--- src/rtl/i2c_clk_gen_if.sv ---
// Bus between the I2C clock generator (master modport) and the byte-level
// master FSM / SCL pad logic (slave modport).
interface i2c_clk_gen_if;
  logic       ena;
  logic       scl_in;
  logic       scl_clk;
  logic       data_clk;
  logic       data_rise;
  logic       data_fall;
  logic [1:0] phase;
  logic       busy;
  logic       stretching;
  logic       timeout;

  modport master (
    input  ena, scl_in,
    output scl_clk, data_clk, data_rise, data_fall, phase, busy, stretching, timeout
  );

  modport slave (
    output ena, scl_in,
    input  scl_clk, data_clk, data_rise, data_fall, phase, busy, stretching, timeout
  );
endinterface

--- src/rtl/i2c_clk_gen.sv ---
// I2C master clock generator: four-quarter bit period with slave clock-stretch hold.
// Optional stretch timeout enabled by defining I2C_STRETCH_TIMEOUT_EN.
module i2c_clk_gen #(
  parameter int DIVIDER        = 250,
  parameter int CBITS          = 10,
  parameter int TIMEOUT_CYCLES = 4096,
  parameter int TBITS          = 13
) (
  input  logic          clk,
  input  logic          rst,
  i2c_clk_gen_if.master bus
);

  localparam int PERIOD = 4 * DIVIDER;

  if (DIVIDER < 2 || (2 ** CBITS) < PERIOD || TIMEOUT_CYCLES < 1 ||
      (2 ** TBITS) <= TIMEOUT_CYCLES) begin : g_param_check
    $error("i2c_clk_gen: illegal parameter combination");
  end

  // START is the one idle cycle between accepting ena and the first cnt=0 cycle
  typedef enum logic [1:0] {S_IDLE, S_START, S_RUN} state_t;

  state_t           state_q, state_d;
  logic [CBITS-1:0] cnt_q, cnt_d;
  logic             scl_clk_q, scl_clk_d;
  logic             data_clk_q, data_clk_d;
  logic             data_rise_q, data_rise_d;
  logic             data_fall_q, data_fall_d;
  logic [1:0]       phase_q, phase_d;
  logic             busy_q, busy_d;
  logic             stretching_q, stretching_d;
  logic             stall;
  logic             in_q2;
  logic [1:0]       q_next;

  function automatic logic [1:0] quarter(input logic [CBITS-1:0] c);
    if (32'(c) < DIVIDER)          return 2'd0;
    else if (32'(c) < 2 * DIVIDER) return 2'd1;
    else if (32'(c) < 3 * DIVIDER) return 2'd2;
    else                           return 2'd3;
  endfunction

`ifdef I2C_STRETCH_TIMEOUT_EN
  logic [TBITS-1:0] tcnt_q, tcnt_d;
  logic             timeout_q, timeout_d;
`endif

  always_comb begin
    state_d = state_q;
    cnt_d   = cnt_q;
    stall   = 1'b0;
    in_q2   = (state_q == S_RUN) && (quarter(cnt_q) == 2'd2);
`ifdef I2C_STRETCH_TIMEOUT_EN
    tcnt_d    = tcnt_q;
    timeout_d = timeout_q;
`endif

    case (state_q)
      S_IDLE: begin
        cnt_d = '0;
        if (bus.ena) begin
          state_d = S_START;
`ifdef I2C_STRETCH_TIMEOUT_EN
          timeout_d = 1'b0;
`endif
        end
      end
      S_START: begin
        cnt_d   = '0;
        state_d = S_RUN;
      end
      S_RUN: begin
        if (in_q2 && !bus.scl_in) begin
`ifdef I2C_STRETCH_TIMEOUT_EN
          // Counter saturates at the limit so the rest of this q2 runs unstretched
          if (32'(tcnt_q) < TIMEOUT_CYCLES) begin
            stall  = 1'b1;
            tcnt_d = tcnt_q + TBITS'(1);
          end else begin
            timeout_d = 1'b1;
          end
`else
          stall = 1'b1;
`endif
        end
        if (!stall) begin
          if (32'(cnt_q) == PERIOD - 1) begin
            cnt_d = '0;
            if (!bus.ena) state_d = S_IDLE;
          end else begin
            cnt_d = cnt_q + CBITS'(1);
          end
        end
      end
      default: begin
        state_d = S_IDLE;
        cnt_d   = '0;
      end
    endcase

`ifdef I2C_STRETCH_TIMEOUT_EN
    if (!in_q2) tcnt_d = '0;
`endif

    // Outputs are decoded from the post-edge state so they line up with cnt_q
    busy_d       = (state_d == S_RUN);
    q_next       = quarter(cnt_d);
    phase_d      = busy_d ? q_next : 2'd0;
    scl_clk_d    = busy_d ? q_next[1] : 1'b1;
    data_clk_d   = busy_d && (q_next == 2'd1 || q_next == 2'd2);
    data_rise_d  = busy_d && !stall && (32'(cnt_d) == DIVIDER);
    data_fall_d  = busy_d && !stall && (32'(cnt_d) == 3 * DIVIDER);
    stretching_d = stall;
  end

  always_ff @(posedge clk) begin
    if (rst) begin
      state_q      <= S_IDLE;
      cnt_q        <= '0;
      scl_clk_q    <= 1'b1;
      data_clk_q   <= 1'b0;
      data_rise_q  <= 1'b0;
      data_fall_q  <= 1'b0;
      phase_q      <= 2'd0;
      busy_q       <= 1'b0;
      stretching_q <= 1'b0;
`ifdef I2C_STRETCH_TIMEOUT_EN
      tcnt_q       <= '0;
      timeout_q    <= 1'b0;
`endif
    end else begin
      state_q      <= state_d;
      cnt_q        <= cnt_d;
      scl_clk_q    <= scl_clk_d;
      data_clk_q   <= data_clk_d;
      data_rise_q  <= data_rise_d;
      data_fall_q  <= data_fall_d;
      phase_q      <= phase_d;
      busy_q       <= busy_d;
      stretching_q <= stretching_d;
`ifdef I2C_STRETCH_TIMEOUT_EN
      tcnt_q       <= tcnt_d;
      timeout_q    <= timeout_d;
`endif
    end
  end

  assign bus.scl_clk    = scl_clk_q;
  assign bus.data_clk   = data_clk_q;
  assign bus.data_rise  = data_rise_q;
  assign bus.data_fall  = data_fall_q;
  assign bus.phase      = phase_q;
  assign bus.busy       = busy_q;
  assign bus.stretching = stretching_q;
`ifdef I2C_STRETCH_TIMEOUT_EN
  assign bus.timeout    = timeout_q;
`else
  assign bus.timeout    = 1'b0;
`endif

endmodule

--- src/flat_wrapper.sv ---
// flat-port wrapper written by rule: the top's interface ports become plain ports
module i2c_clk_gen_flat 
#(
  parameter int DIVIDER        = 250,
  parameter int CBITS          = 10,
  parameter int TIMEOUT_CYCLES = 4096,
  parameter int TBITS          = 13
)
  (clk, rst, bus_ena, bus_scl_in, bus_scl_clk, bus_data_clk, bus_data_rise, bus_data_fall, bus_phase, bus_busy, bus_stretching, bus_timeout);
  i2c_clk_gen_if bus_i ();
  input  logic clk;
  input  logic rst;
  input wire logic [$bits(bus_i.ena)-1:0] bus_ena;
  input wire logic [$bits(bus_i.scl_in)-1:0] bus_scl_in;
  output wire logic [$bits(bus_i.scl_clk)-1:0] bus_scl_clk;
  output wire logic [$bits(bus_i.data_clk)-1:0] bus_data_clk;
  output wire logic [$bits(bus_i.data_rise)-1:0] bus_data_rise;
  output wire logic [$bits(bus_i.data_fall)-1:0] bus_data_fall;
  output wire logic [$bits(bus_i.phase)-1:0] bus_phase;
  output wire logic [$bits(bus_i.busy)-1:0] bus_busy;
  output wire logic [$bits(bus_i.stretching)-1:0] bus_stretching;
  output wire logic [$bits(bus_i.timeout)-1:0] bus_timeout;
  assign bus_i.ena = bus_ena;
  assign bus_i.scl_in = bus_scl_in;
  assign bus_scl_clk = bus_i.scl_clk;
  assign bus_data_clk = bus_i.data_clk;
  assign bus_data_rise = bus_i.data_rise;
  assign bus_data_fall = bus_i.data_fall;
  assign bus_phase = bus_i.phase;
  assign bus_busy = bus_i.busy;
  assign bus_stretching = bus_i.stretching;
  assign bus_timeout = bus_i.timeout;
  i2c_clk_gen #(.DIVIDER(DIVIDER), .CBITS(CBITS), .TIMEOUT_CYCLES(TIMEOUT_CYCLES), .TBITS(TBITS)) u_core (.clk(clk), .rst(rst), .bus(bus_i));
endmodule
--- config.mk ---
export PLATFORM = sky130hd
export DESIGN_NAME = i2c_clk_gen_flat
export DESIGN_NICKNAME = d
export VERILOG_FILES = /design/src/rtl/i2c_clk_gen_if.sv /design/src/rtl/i2c_clk_gen.sv /design/src/flat_wrapper.sv
export SDC_FILE = /design/constraint.sdc
export NUM_CORES = 1
export LEC_CHECK = 0
export CAP_MARGIN = 5
export CELL_PAD_IN_SITES_DETAIL_PLACEMENT = 1
export CELL_PAD_IN_SITES_GLOBAL_PLACEMENT = 1
export CORE_ASPECT_RATIO = 1.4
export CORE_MARGIN = 8
export CORE_UTILIZATION = 36
export CTS_CLUSTER_DIAMETER = 80
export DETAILED_ROUTE_END_ITERATION = 10
export PLACE_DENSITY_LB_ADDON = 0.1
export SETUP_SLACK_MARGIN = 0.02
export SLEW_MARGIN = 20
export SYNTH_ARGS = -nofsm -noshare
export SYNTH_HDL_FRONTEND = slang
export SYNTH_SLANG_ARGS = --single-unit
--- constraint.sdc ---
create_clock -name clk -period 2.4 [get_ports clk]
set_input_delay 0.48 -clock clk [delete_from_list [all_inputs] [get_ports clk]]
set_output_delay 0.48 -clock clk [all_outputs]
set_load 0.02 [all_outputs]
# Word level (Yosys, flattened, before mapping)
# Cells that the tools add are included.
# op_classes
add_sub_neg	1
n_reduce_logical	11
n_mux	17
bitwise	1
order_cmp	6
n_eq_ne	9
# op_table
operator	n
$mux 10	3
$eq 10x10->1 const B	2
$lt 10x10->1 const B	2
$lt 10x8->1 const B	2
$lt 10x9->1 const B	2
$mux 2	8
$add 10x1->10 const B	1
$eq 10x8->1 const B	1
$eq 2x2->1 const B	4
$logic_and 1x1->1	6
$pmux 2 s3	1
$mux 1	5
$eq 2x1->1 const B	2
$logic_not 1->1	2
$logic_not 2->1	1
$reduce_or 2->1	1
$logic_or 1x1->1	1
$not 1->1	1
# totals
wordCells	54
regBits	20
inputBits	4
output_inout_bits	9

# Longest topological paths before layout
# depth
ltp_word	18
ltp_mapped	9
depth_no_buf	9

# Least setup slack after synthesis
# Ideal clock, no wire load.
# synth_path
kind	reg-to-reg
start	register u_core.cnt_q[6]
end	register u_core.data_rise_q, in the netlist u_core.bus.data_rise
setup_ps	88
path_slack_ps	27
stages_incl_launch_ff	9
t_arrival_ps	2285
period_less_slack_ps	2373
required_ps	2312
n_path_buf	1
cell_sequence	dfxtp_1 > buf_4 > nand3_2 > a32oi_2 > a21boi_2 > or4b_4 > a21o_1 > or3_1 > nor4_2
# synth_between
elab_chain_len	14
word_cells_on_any_way	25
classes_between	add/sub: 1; order compare: 3; eq/ne: 4; mux: 12; reduce/logical: 5
# synth_rtl
item	line	text
from (decl)	i2c_clk_gen.sv:25	logic [CBITS-1:0] cnt_q, cnt_d;
from (signal assigned)	i2c_clk_gen.sv:134	cnt_q <= cnt_d;
$lt 10x10->1	i2c_clk_gen.sv:40	else if (32'(c) < 3 * DIVIDER) return 2'd2;
$mux 1	i2c_clk_gen.sv:40	
$mux 2	i2c_clk_gen.sv:39	else if (32'(c) < 2 * DIVIDER) return 2'd1;
$mux 2	i2c_clk_gen.sv:38	if (32'(c) < DIVIDER) return 2'd0;
$eq 2x2->1	i2c_clk_gen.sv:53	in_q2 = (state_q == S_RUN) && (quarter(cnt_q) == 2'd2);
$logic_and 1x1->1	i2c_clk_gen.sv:53	
$logic_and 1x1->1	i2c_clk_gen.sv:74	if (in_q2 && !bus.scl_in) begin
$mux 1	i2c_clk_gen.sv:74	
$mux 1	i2c_clk_gen.sv:59	case (state_q)
$mux 2	i2c_clk_gen.sv:87	if (!stall) begin
$pmux 2 s3	i2c_clk_gen.sv:59	
$eq 2x2->1	i2c_clk_gen.sv:107	busy_d = (state_d == S_RUN);
$logic_and 1x1->1	i2c_clk_gen.sv:112	data_rise_d = busy_d && !stall && (32'(cnt_d) == DIVIDER);
$logic_and 1x1->1 (*)	i2c_clk_gen.sv:112	
to (signal assigned)	i2c_clk_gen.sv:137	data_rise_q <= data_rise_d;
to (decl)	i2c_clk_gen.sv:28	logic data_rise_q, data_rise_d;
# Every way passes the cells marked *; elsewhere a longest branch is shown, timed or not. The select of a mux whose other input is x is not followed.
# A chain may end at the register's enable or synchronous reset.

# Final worst setup path
# layout_path
start	register u_core.cnt_q[1]
end	register u_core.data_fall_q, in the netlist u_core.bus.data_fall
# layout_between
elab_chain_len	14
word_cells_on_any_way	25
classes_between	add/sub: 1; order compare: 3; eq/ne: 4; mux: 12; reduce/logical: 5
# layout_rtl
item	line	text
$lt 10x10->1	i2c_clk_gen.sv:40	
$mux 1	i2c_clk_gen.sv:40	
$mux 2	i2c_clk_gen.sv:39	
$mux 2	i2c_clk_gen.sv:38	
$eq 2x2->1	i2c_clk_gen.sv:53	
$logic_and 1x1->1	i2c_clk_gen.sv:53	
$logic_and 1x1->1	i2c_clk_gen.sv:74	
$mux 1	i2c_clk_gen.sv:74	
$mux 1	i2c_clk_gen.sv:59	
$mux 2	i2c_clk_gen.sv:87	
$pmux 2 s3	i2c_clk_gen.sv:59	
$eq 2x2->1	i2c_clk_gen.sv:107	
$logic_and 1x1->1	i2c_clk_gen.sv:113	data_fall_d = busy_d && !stall && (32'(cnt_d) == 3 * DIVIDER);
$logic_and 1x1->1 (*)	i2c_clk_gen.sv:113	
to (signal assigned)	i2c_clk_gen.sv:138	data_fall_q <= data_fall_d;
to (decl)	i2c_clk_gen.sv:29	logic data_fall_q, data_fall_d;
# Marked as above.

==> metrics <==
status=finished clean; vias after detailed routing=1288; switching share of power=0.2271; Synth Flop Type=dfxtp_1; DR iter-0 viols=28; Clock Skew=0.005604 ns; fill cell count=395; gr usage total=0.1533; maximum VDD drop=0.0003023 V; Placer Congestion=0.9217; Critical Setup Path Class=flip-flop to flip-flop; clk root buf=clkbuf_8; vias in the first global route=1368; Clk pwr share=0.356; Min-Delay Path Class=flip-flop to flip-flop; hold slack final=0.4808 ns; via/cell ratio=5.828; HP Start=u_core.state_q[1]; ys async rst share=0; Skew-Pair Late Insertion Delay=0.26 ns; Post-synth EDFFs=0; Yosys warnings=0; max incr delay on CP=0.40 ns; Net Switching=137.4 uW; Hold Vio Cnt, Final=0; share of cells above drive strength 1=0.3407; top-area cell type share of the netlist area=0.3490; Residual DRC=0; total CTS buffers=3; Int Power=467.7 uW; CTS H-tree depth=1; area of the multi-input gates=750.7 sq um; drt total wl=4001 um; Comb power frac=0.085; area delta synth->final=41.33%; initial antenna violation count=0; Initial Utilization=0.3710; I/O Pins=13; Slew @ Worst Pin=0.5104 ns; post-route ant nets=0; area leader, netlist=dfxtp_1; crit-path cells=nand3_1 -> buf_4 -> a32o_1 -> o21ai_2 -> buf_4 -> and3_1 -> a21oi_1 -> nor3_1 -> nand4_1 -> nor3_1; Post-synth top cells=20 x dfxtp_1, 15 x nor2_1, 12 x nand2_1; final net count=189; CP required=2.58 ns; drt first pass iters=4; CP Max Fanout=5; ant diodes=0; TNS Setup=0 ns; die height=82.80 um; Seq pwr share=0.559; CTS clock-pin slew for the worst setup and hold paths=0.07 ns; part of the cycle the worst path needs=0.9697; CP top delay family=simple AND/OR/NAND/NOR gates; CTS Sinks=20; chip width=63.71 um; P_leak=0.5581 nW; largest net degree at the start of global routing=14; Setup Buffers After CTS=0; Synth Instances=146; mapped cell area=1147 sq um; Reg2Reg Launch Point=u_core.cnt_q[1]; slowest CP cell=dfxtp_1; Synth area leaders=dfxtp_1 35%, nor2_1 4.9%, nor3_1 4.8%, a21oi_1 4.4%, nand2_1 3.9%; RSZ-0062 raised after global routing=yes; Tot Pwr=605.1 uW; Rows=24; relative slew slack=0.6568; TritonCTS clock tree=built; power per cell area=373.2 nW/um^2; total congestion overflow=0; #FFs+latches synth=20; # setup viols final=0; Max clock buf depth=2; Max-Cap Viols=0; post-synthesis sequential area ratio=0.3490; count leader, synth=dfxtp_1; WP data arrival=2.51 ns; synthesized net count=151; Crit path buffers/inverters=2; unique cell type count in the Yosys netlist=48; fin cells=221; DP HPWL=3076 um; Crit. End Element=flip-flop; CP startpoint=u_core.cnt_q[1]; CP Launch Type=flip-flop; first-pass GRT wire length=6486 um; die area=5275 sq um; Hold Buf Count CTS=0; Cells after DPL=218; Port Buffers=11; core area=3093 sq um; syn avg cell area=7.859 sq um; max frequency=429.7 MHz; WL per Instance=18.10 um; min cycle time layout=2.327 ns; Pins Over Slew Limit=0; Seq. cell area=416.7 sq um
metal layers:
layer  vias to the layer above  global-route usage  routed length (um)
met1                       632              0.1591                1565
met3                        15             0.02554                 130
met4                         0             0.08725                 129
met2                        23              0.2889                2176
met5                         -                   0                   0
li1                        618                   -                   -
registers in the layout (all words and copies together), names as in the netlist:
signal / flops
u_core.bus.busy: 1
u_core.state_q: 2
u_core.bus.data_clk: 1
u_core.bus.stretching: 1
u_core.bus.scl_clk: 1
u_core.bus.data_rise: 1
u_core.bus.data_fall: 1
u_core.bus.phase: 2
u_core.cnt_q: 10
worst reg2reg max path, cell delays in order, from the launching register on:
cell,delay [ns]
dfxtp_1,0.40
nand3_1,0.15
buf_4,0.16
a32o_1,0.26
o21ai_2,0.19
buf_4,0.17
and3_1,0.15
a21oi_1,0.08
nor3_1,0.35
nand4_1,0.18
nor3_1,0.18
placed cells by master, fill, tap and decap left out, drive strengths merged, types with 2 or more instances in the layout:
| cell type | n |
|---|---|
| clkdlybuf4s50 | 10 |
| nand4 | 2 |
| nand2b | 3 |
| a31oi | 3 |
| o211ai | 2 |
| a311oi | 2 |
| clkbuf | 3 |
| o2111ai | 3 |
| o21ai | 5 |
| inv | 7 |
| a21oi | 10 |
| nand3 | 8 |
| or3 | 3 |
| dfxtp | 20 |
| nor3 | 11 |
| nand2 | 12 |
| nor2 | 15 |
| nor4 | 4 |
| nor2b | 2 |
| buf | 30 |
| a32oi | 2 |
| and3 | 2 |
power groups by stage:
stage / Combinational, mW / Sequential [mW] / Clock [mW]
final: 0.0517 / 0.338 / 0.215
after global routing: 0.0563 / 0.338 / 0.238
after CTS: 0.0499 / 0.341 / 0.226
after detailed placement: 0.0494 / 0.349 / 0
after global placement: 0.0480 / 0.349 / 0
after floorplan: 0.0224 / 0.351 / 0
area by class of cell:
| cell class | instances | share of cell area |
|---|---|---|
| tap | 39 | 0.03009 |
| inverter | 7 | 0.01620 |
| multi-input combinational | 111 | 0.4630 |
| timing repair buffer | 41 | 0.2083 |
| clock buffer | 3 | 0.02546 |
| sequential | 20 | 0.2569 |
worst paths after layout:
| kind | to | slack [ns] | cells after the start |
|---|---|---|---|
| worst max-delay path | u_core.bus.data_fall | 0.07 | 10 |
| worst max register to register | u_core.bus.data_fall | 0.07 | 10 |
| worst min register to register | u_core.state_q[0] | 0.48 | 1 |
| worst min-delay path | u_core.state_q[0] | 0.48 | 1 |
metrics by stage:
stage	cell area (sq um)	util	setup slack, ns
2_1_floorplan	1147	-	0.02671
3_3_place_gp	1490	0.4818	-0.1865
3_5_place_dp	1490	0.4818	-0.2635
4_1_cts	1546	0.5000	0.02169
5_1_grt	1622	0.5243	-0.05807
6_report	1622	0.5243	0.07263
timing repair:
| item | 4_1_cts | 5_1_grt |
|---|---|---|
| pin swaps | 3 | 5 |
| resized for setup | 5 | 23 |
| endpoints found under the setup margin | 6 | 6 |
cell families after synthesis:
kind of cell    Yosys count  share of synthesized area
buf+inv                  15                    0.05888
fa+ha+maj                 1                    0.01090
flops                    20                     0.3490
compound gates           39                     0.2454
other cells               1                   0.003268
simple gates             70                     0.3326
Note: power is estimated with default switching activity, not from simulation.
==> RTL change: new RTL, same flow settings <==
Add a define of `I2C_STRETCH_TIMEOUT_EN`.
--- a/src/rtl/i2c_clk_gen.sv
+++ b/src/rtl/i2c_clk_gen.sv
@@ -2,2 +2,4 @@
 // Optional stretch timeout enabled by defining I2C_STRETCH_TIMEOUT_EN.
+`define I2C_STRETCH_TIMEOUT_EN
+
 module i2c_clk_gen #(
Formal check against the unedited RTL: same outputs for any inputs over 10 cycles, from zero or initial values and one cycle with rst high; that may be too few to reach the edited logic, so the function may still have changed.
==> RTL change against the unedited design <==
  * The run now ends with negative setup slack left
  * Final area rose by 47%
  * Sequential cell count rose by 14
  * Setup slack got worse by 0.18 ns
  * Highest routed layer unchanged
  * Power rose by 93%
  * Routed wire length rose by 42%
  * Area after synthesis rose by 48%
  * First-iteration DRC count rose to 2.5 times the old value
  * Non-clock buffer count rose by 17
  * Clock skew rose by 0.0015 ns
==> RTL change: results (changes against the unedited design) <==
- Initial drt markers: 70 (+150%)
- Worst R2R Start: u_core.cnt_q[5]$_SDFF_PP0_
- Max-slew headroom: 0.684 (+0.0273)
- R2R depth: 9 (-1)
- Failing checks: negative setup slack
- R2r endpoint: u_core.bus.phase[0]$_SDFF_PP0_
- Status: complete, but fails checks
- Clock Latency Late Sink: 0.28 ns (+0.02 ns)
- Port Buffers: 12 (+1)
- Setup TNS: -0.247 ns (-0.247 ns)
- Final WS setup: -0.107 ns (-0.179 ns)
- Synth area leaders: dfxtp_1 (40%), nor2_1 (6.8%), a21oi_1 (2.9%)
- NetSw: 0.238 mW (+73%)
- First-pass GRT wire length: 9190 microns (+42%)
- Sequential area share after synthesis: 0.400 (+0.0510)
- DR vias/cell: 5.32 (-8.8%)
- Seq. pwr: 0.572 mW (+69%)
- Avg Cell Area, Syn: 8.59 sq um (+9.4%)
- Vias in the first global route: 1888 (+38%)
- Share of the synthesized area in the top cell type: 0.400 (+0.0510)
- Layout net count: 262 (+39%)
- Fillers: 551 (+39%)
- Flop pwr share: 0.489 (-0.070)
- Max FO, Critical Path: 6 (+1)
- Hold Crit Depth: 2 (+1)
- WL per Instance: 17.9 microns (-1.1%)
- Leak: 0.880 nW (+58%)
- CTS clock-pin slew for the worst setup and hold paths: 0.07 ns (about the same)
- Hold EP: u_core.bus.timeout$_SDFFE_PP0P_
- R2R setup slack: -0.11 ns (-0.18 ns)
- Peak supply drop: 0.000445 V (+47%)
- Comb pwr: 0.0670 mW (+30%)
- GP Congestion: 0.971 (+5.4%)
- WHS: 0.462 ns (-0.0189 ns)
- Largest regs: u_core.tcnt_q x13, u_core.cnt_q x10
- Post-Route Skew: 0.00709 ns (+0.00149 ns)
- Commonest cells post-synth: dfxtp_1 (34), nor2_1 (31), nand2_1 (12)
- Cts bufs inserted: 5 (+2)
- Layout cells sized above 1: 0.316 (-0.0243)
- Worst Path Arrival: 2.68 ns (+0.17 ns)
- HPWL after DPL: 4500 microns (+46%)
- Synth Net Count: 204 (+35%)
- DP Cell Count: 307 (+41%)
- Wirelength, routed: 5690 microns (+42%)
- H-tree depth: 2 (+1)
- Final Setup Violations: 4 (+4)
- HP Start: u_core.bus.timeout$_SDFFE_PP0P_
- GRT Resource Usage Total: 0.166 (+0.0130)
- Worst hold-check path type: reg -> reg
==> RTL change: cell count changes after synthesis, sizes merged, moves of 4 or more <==
cell   before  now
nand4       2    9
dfxtp      20   34
and2        1    5
nor2       15   32
xnor2       0    5
xor2        0    5
nor3       11    6
o21ai       5   10
==> RTL change: kinds of logic after synthesis <==
logic type	count (synthesis)	share of synthesized area
AND/OR/NAND/NOR	102	0.345
AO/OA/AOI/OAI	37	0.147
flip-flops	34	0.400
buffers and inverters	11	0.0301
XOR/XNOR	10	0.0515
multiplexers	2	0.0118
adder cells (fa/ha/maj)	2	0.0147
==> RTL change: worst max path at each step <==
| stage | from | to | depth (start not counted) |
|---|---|---|---|
| detailed placement | bus_scl_in | u_core.bus.phase[0]$_SDFF_PP0_ | 9 |
| finish | u_core.cnt_q[5]$_SDFF_PP0_ | u_core.bus.phase[0]$_SDFF_PP0_ | 9 |
| global route | u_core.cnt_q[5]$_SDFF_PP0_ | u_core.bus.phase[0]$_SDFF_PP0_ | 9 |
| CTS | u_core.state_q[1]$_SDFF_PP0_ | u_core.bus.phase[0]$_SDFF_PP0_ | 8 |
| global placement | bus_scl_in | u_core.bus.phase[0]$_SDFF_PP0_ | 9 |
| floorplan | u_core.cnt_q[4]$_SDFF_PP0_ | u_core.bus.phase[0]$_SDFF_PP0_ | 9 |
==> RTL change: per-stage QoR <==
step | setup WS [ns] | area, sq um | utilization
2_1_floorplan | 0.00253 | 1720 | -
3_3_place_gp | -0.442 | 2190 | 0.483
3_5_place_dp | -0.473 | 2190 | 0.483
4_1_cts | -0.0656 | 2360 | 0.520
5_1_grt | -0.174 | 2380 | 0.525
6_report | -0.107 | 2380 | 0.525
==> RTL change: critical path, stage by stage, from the launching register on <==
cell	delay, ns
dfxtp_4	0.38
nand4_1	0.12
nor2_2	0.06
buf_4	0.13
nor4_4	0.43
o21a_1	0.20
o21ai_2	0.08
or4_4	0.50
a211o_1	0.26
o211a_1	0.22
==> RTL change: final cells by class <==
class	instances	area share
Multi-Input combinational cell	153	0.428
Timing Repair Buffer	58	0.195
Tap cell	62	0.0326
Clock buffer	6	0.0347
Inverter	4	0.00631
Clock inverter	1	0.0126
Sequential cell	34	0.291
==> RTL change: what timing repair did <==
action,4_1_cts,5_1_grt
pin swaps,5,5
buffers inserted,4,0
resized for setup,12,9
hold endpoints to repair,0,0
setup endpoints to repair,6,6
==> RTL change: metal layers <==
metal | vias up | wire [microns] | track usage | share of wire
met1 | 823 | 2080 | 0.157 | 0.37
li1 | 835 | - | - | -
met2 | 17 | 3320 | 0.319 | 0.58
met4 | 0 | 184 | 0.0866 | 0.032
met3 | 16 | 106 | 0.0269 | 0.019
met5 | - | 0 | 0 | 0
